$ cat src/rtl/dmem_arbiter.sv
// rtl/dmem_arbiter.sv - round-robin arbiter sharing one data_mem port between core and aux master
module dmem_arbiter #(
   parameter int AW        = 8,
   parameter int DW        = 8,
   parameter int MAX_BURST = 4
) (
   input  logic          CLK,
   input  logic          reset,
   input  logic          req0,
   input  logic          we0,
   input  logic [AW-1:0] addr0,
   input  logic [DW-1:0] wdata0,
   output logic          gnt0,
   output logic          rvalid0,
   output logic [DW-1:0] rdata0,
   output logic          stall0,
   input  logic          req1,
   input  logic          we1,
   input  logic [AW-1:0] addr1,
   input  logic [DW-1:0] wdata1,
   output logic          gnt1,
   output logic          rvalid1,
   output logic [DW-1:0] rdata1,
   output logic [AW-1:0] mem_addr,
   output logic          mem_rd,
   output logic          mem_wr,
   output logic [DW-1:0] mem_wdata,
   input  logic [DW-1:0] mem_rdata
);

   localparam logic [3:0] LP_MAX_BURST = 4'(MAX_BURST);

   logic          r_last_gnt;
   logic          r_owner_vld;
   logic          r_owner;
   logic [3:0]    r_burst_cnt;
   logic          r_rvalid0;
   logic          r_rvalid1;
   logic [DW-1:0] r_rdata0;
   logic [DW-1:0] r_rdata1;

   logic          w_gnt0;
   logic          w_gnt1;
   logic          w_any;
   logic          w_we;
   logic          w_rd0;
   logic          w_rd1;

   // reset is active-low: while it is 0 no grant may reach the memory
   always_comb begin
      w_gnt0 = 1'b0;
      w_gnt1 = 1'b0;
      if (reset) begin
         if (req0 && !req1) begin
            w_gnt0 = 1'b1;
         end else if (req1 && !req0) begin
            w_gnt1 = 1'b1;
         end else if (req0 && req1) begin
            if (r_owner_vld && (r_burst_cnt < LP_MAX_BURST)) begin
               w_gnt0 = ~r_owner;
               w_gnt1 = r_owner;
            end else begin
               w_gnt0 = r_last_gnt;
               w_gnt1 = ~r_last_gnt;
            end
         end
      end
   end

   assign w_any = w_gnt0 | w_gnt1;
   assign w_we  = (w_gnt0 & we0) | (w_gnt1 & we1);
   assign w_rd0 = w_gnt0 & ~we0;
   assign w_rd1 = w_gnt1 & ~we1;

   assign gnt0      = w_gnt0;
   assign gnt1      = w_gnt1;
   assign stall0    = reset & req0 & ~w_gnt0;
   assign mem_wr    = w_we;
   assign mem_rd    = w_any & ~w_we;
   assign mem_addr  = w_gnt0 ? addr0  : (w_gnt1 ? addr1  : '0);
   assign mem_wdata = w_gnt0 ? wdata0 : (w_gnt1 ? wdata1 : '0);

   assign rvalid0 = r_rvalid0;
   assign rvalid1 = r_rvalid1;
   assign rdata0  = r_rdata0;
   assign rdata1  = r_rdata1;

   always_ff @(posedge CLK or negedge reset) begin
      if (!reset) begin
         r_last_gnt  <= 1'b1;
         r_owner_vld <= 1'b0;
         r_owner     <= 1'b0;
         r_burst_cnt <= 4'd0;
         r_rvalid0   <= 1'b0;
         r_rvalid1   <= 1'b0;
         r_rdata0    <= '0;
         r_rdata1    <= '0;
      end else begin
         r_rvalid0 <= w_rd0;
         r_rvalid1 <= w_rd1;
         if (w_rd0) r_rdata0 <= mem_rdata;
         if (w_rd1) r_rdata1 <= mem_rdata;

         // burst_cnt saturates so a lone requester never wraps back under the limit
         if (w_any) begin
            r_last_gnt <= w_gnt1;
            if (r_owner_vld && (r_owner == w_gnt1)) begin
               if (r_burst_cnt < LP_MAX_BURST) r_burst_cnt <= r_burst_cnt + 4'd1;
            end else begin
               r_owner_vld <= 1'b1;
               r_owner     <= w_gnt1;
               r_burst_cnt <= 4'd1;
            end
         end else begin
            r_owner_vld <= 1'b0;
            r_burst_cnt <= 4'd0;
         end
      end
   end

endmodule

$ cat config.mk
export PLATFORM = sky130hd
export DESIGN_NAME = dmem_arbiter
export DESIGN_NICKNAME = d
export VERILOG_FILES = /design/src/rtl/dmem_arbiter.sv
export SDC_FILE = /design/constraint.sdc
export NUM_CORES = 1
export LEC_CHECK = 0
export ABC_AREA = 1
export CORE_AREA = 4 4 62 75
export DETAILED_ROUTE_END_ITERATION = 10
export DIE_AREA = 0 0 66 79
export HOLD_SLACK_MARGIN = 0.08
export PLACE_DENSITY = 0.75
export REMOVE_ABC_BUFFERS = 1
export SYNTH_ARGS = -nofsm -noshare
export SYNTH_HDL_FRONTEND = slang
export SYNTH_SLANG_ARGS = --single-unit
$ cat constraint.sdc
create_clock -name CLK -period 3.6 [get_ports CLK]
set_clock_uncertainty 0.2 [all_clocks]
set_input_delay 0.36 -clock CLK [delete_from_list [all_inputs] [get_ports CLK]]
set_output_delay 0.36 -clock CLK [all_outputs]
set_load 0.005 [all_outputs]
==> metrics.txt <==
Post CTS Setup Buffer Count 0; CTS max path bufs 2; Critical Path AT between 2000 and 2500 ps; warnings from Yosys 0; die width 66 um; Final setup viols 0; vias in the first global route 1134; crit end category primary output; peak supply drop 0.407 mV; Avg WL per Cell ~13 um; largest net degree at the start of global routing 22; layout cells sized above 1 ~16%; # nets final roughly 260; dpl ws 874 ps; CP Data Required Time a little over 3000 ps; post-synthesis sequential area ratio 47.4%; fmax ~370 MHz; MaxCap Viol Count 0; Avg Vias per Cell approximately 4.3; clk slew on worst S/H paths 80 ps; kind of critical path input pin to primary output; FF-to-FF path depth 8; DRC 0; Critical Path Fanout Max 18; Final Max Tran Viols 0; Starting Density between 30% and 40%; routability congestion estimate 0.766; DR iter-0 viols 34; H-tree Lvls 1; hold crit path type input pin to async pin; post-synthesis register bit count 25; clock sink count 25; RSZ-0062 raised after global routing no; Overflow after GRT 0; via count 1169; PwrDens ~360 nW/um^2; Avg Inst Size Synth 10.1 sq um; core box area about 3900 sq um; cells after synthesis between 100 and 150; synthesized area between 1000 and 1500 sq um; final setup margin roughly 900 ps; final HPWL from detailed placement between 2000 and 3000 um; worst-skew pair later-pin latency roughly 260 ps; # port buffers between 80 and 90; remaining antenna violation count 0; slew margin rel. about four fifths; Die Area around 5200 sq um; CTS tree built; status finished, final reports clean; Worst Max-Slew Pin Slew ~320 ps; global-route wire length before repair 5550 um; Final Hold Viols 0; drt pass-1 iters 2; All-Layer GR Usage between 10% and 20%; library cells used by synthesis 23; fin crit period about 2700 ps; P&R area growth vs syn 69.2%; leak pwr ~1.0 nW; boundary pin count 85; Die Y a little under 80 um; row cnt 25; CTS-repair resized insts 0; CTS Buf Count 3; Routed WL approximately 3500 um; CTS root buffer clkbuf_8; setup TNS 0 ps; final worst-path cycle share 74.9%; n_diodes 0; # hold bufs at CTS 0; initial antenna violation count 0; Setup crit start kind input pin
[through the flow]
| stage | cell area, sq um | total power, W | cells | utilization [%] | hold slack (ps) |
|---|---|---|---|---|---|
| after CTS | 2240 | 0.000824 | 270 | 57.3 | 163 |
| after global routing | 2240 | 0.000866 | 270 | 57.3 | 167 |
| after global placement | 2190 | 0.000657 | 266 | 56.0 | 266 |
| final | 2240 | 0.000813 | 270 | 57.3 | 152 |
| after detailed placement | 2190 | 0.000659 | 266 | 56.0 | 270 |
| after floorplan | 1270 | 0.000469 | 127 | - | -136 |
[layout make-up]
| cell class | count | area, sq um |
|---|---|---|
| multi-input combinational | 80 | 553 |
| timing repair buffer | 85 | 848 |
| inverter | 22 | 95.1 |
| fill | 360 | 1670 |
| tap | 54 | 67.6 |
| clock buffer | 3 | 41.3 |
| sequential | 25 | 627 |
| clock inverter | 1 | 7.51 |
[path summary, 6_finish.rpt]
kind,endpoint,from,slack [ps]
max,mem_wdata[3],reset,900
min,rdata1[3],reset,150
max reg2reg,rdata1[5],r_burst_cnt[2],1880
min reg2reg,rdata1[4],rdata1[4],290
max in group asynchronous,r_last_gnt,reset,2430
min in group CLK,rdata1[4],rdata1[4],290
[sequential cells by signal, indices dropped and copies added (netlist names)]
name,flops
rdata0,8
r_last_gnt,1
rvalid1,1
rvalid0,1
r_burst_cnt,4
r_owner,1
r_owner_vld,1
rdata1,8
[worst max-delay path, cell delays in order]
cell and delay [ps]:
clkdlybuf4s50_1 650, nand2_1 90, inv_1 130, nand2_4 90, inv_6 140, a22o_1 160, clkdlybuf4s50_1 500
[synth_stat cells (all sizes together)]
library cell | count | area share, %
nand2 | 30 | 12
dfrtp | 24 | 45
inv | 22 | 7.2
o21ai | 17 | 11
a22o | 16 | 11
nor2 | 7 | 2.6
nand3 | 5 | 2.3
buf | 4 | 3.7
a21oi | 1 | 0.38
dfstp | 1 | 2.0
ha | 1 | 0.95
mux2i | 1 | 0.76
o22ai | 1 | 0.47
xnor2 | 1 | 0.66
[cells by family (layout without fill, tap and decap cells)]
logic type	after synthesis	in the layout	share of synthesized area (%)
compound gates	35	35	22.4
xor+xnor	1	1	0.662
fa+ha+maj	1	1	0.945
buf+inv	26	111	10.9
flops	25	25	47.4
mux	1	1	0.756
simple gates	42	42	17.0
[per-layer routing]
| layer | GRT usage (%) | vias to the layer above | wire length [um] |
|---|---|---|---|
| li1 | - | 596 | - |
| met1 | 16.8 | 534 | 1430 |
| met2 | 24.0 | 35 | 1810 |
| met3 | 2.97 | 4 | 184 |
| met4 | 1.83 | 0 | 28 |
| met5 | 0 | - | 0 |
[cells in the final DEF (no fill, tap or decap), types with 3 or more instances in the layout]
master	netlist	layout
a22o_1	16	16
nand2_1	22	22
clkdlybuf4s50_1	0	84
o21ai_2	16	16
dfrtp_1	24	24
clkbuf_8	0	3
nand3_1	4	4
inv_1	20	20
nor2_1	6	6
nand2_4	3	3
nand2_2	4	4
[where the power goes]
group | internal, W | total (W) | switching (W)
Sequential | 0.000327 | 0.000353 | 0.0000262
Combinational | 0.000187 | 0.000296 | 0.000109
Clock | 0.0000781 | 0.000164 | 0.0000858
Total | 0.000592 | 0.000813 | 0.000221
No activity file was read; power rests on OpenSTA's default activity.
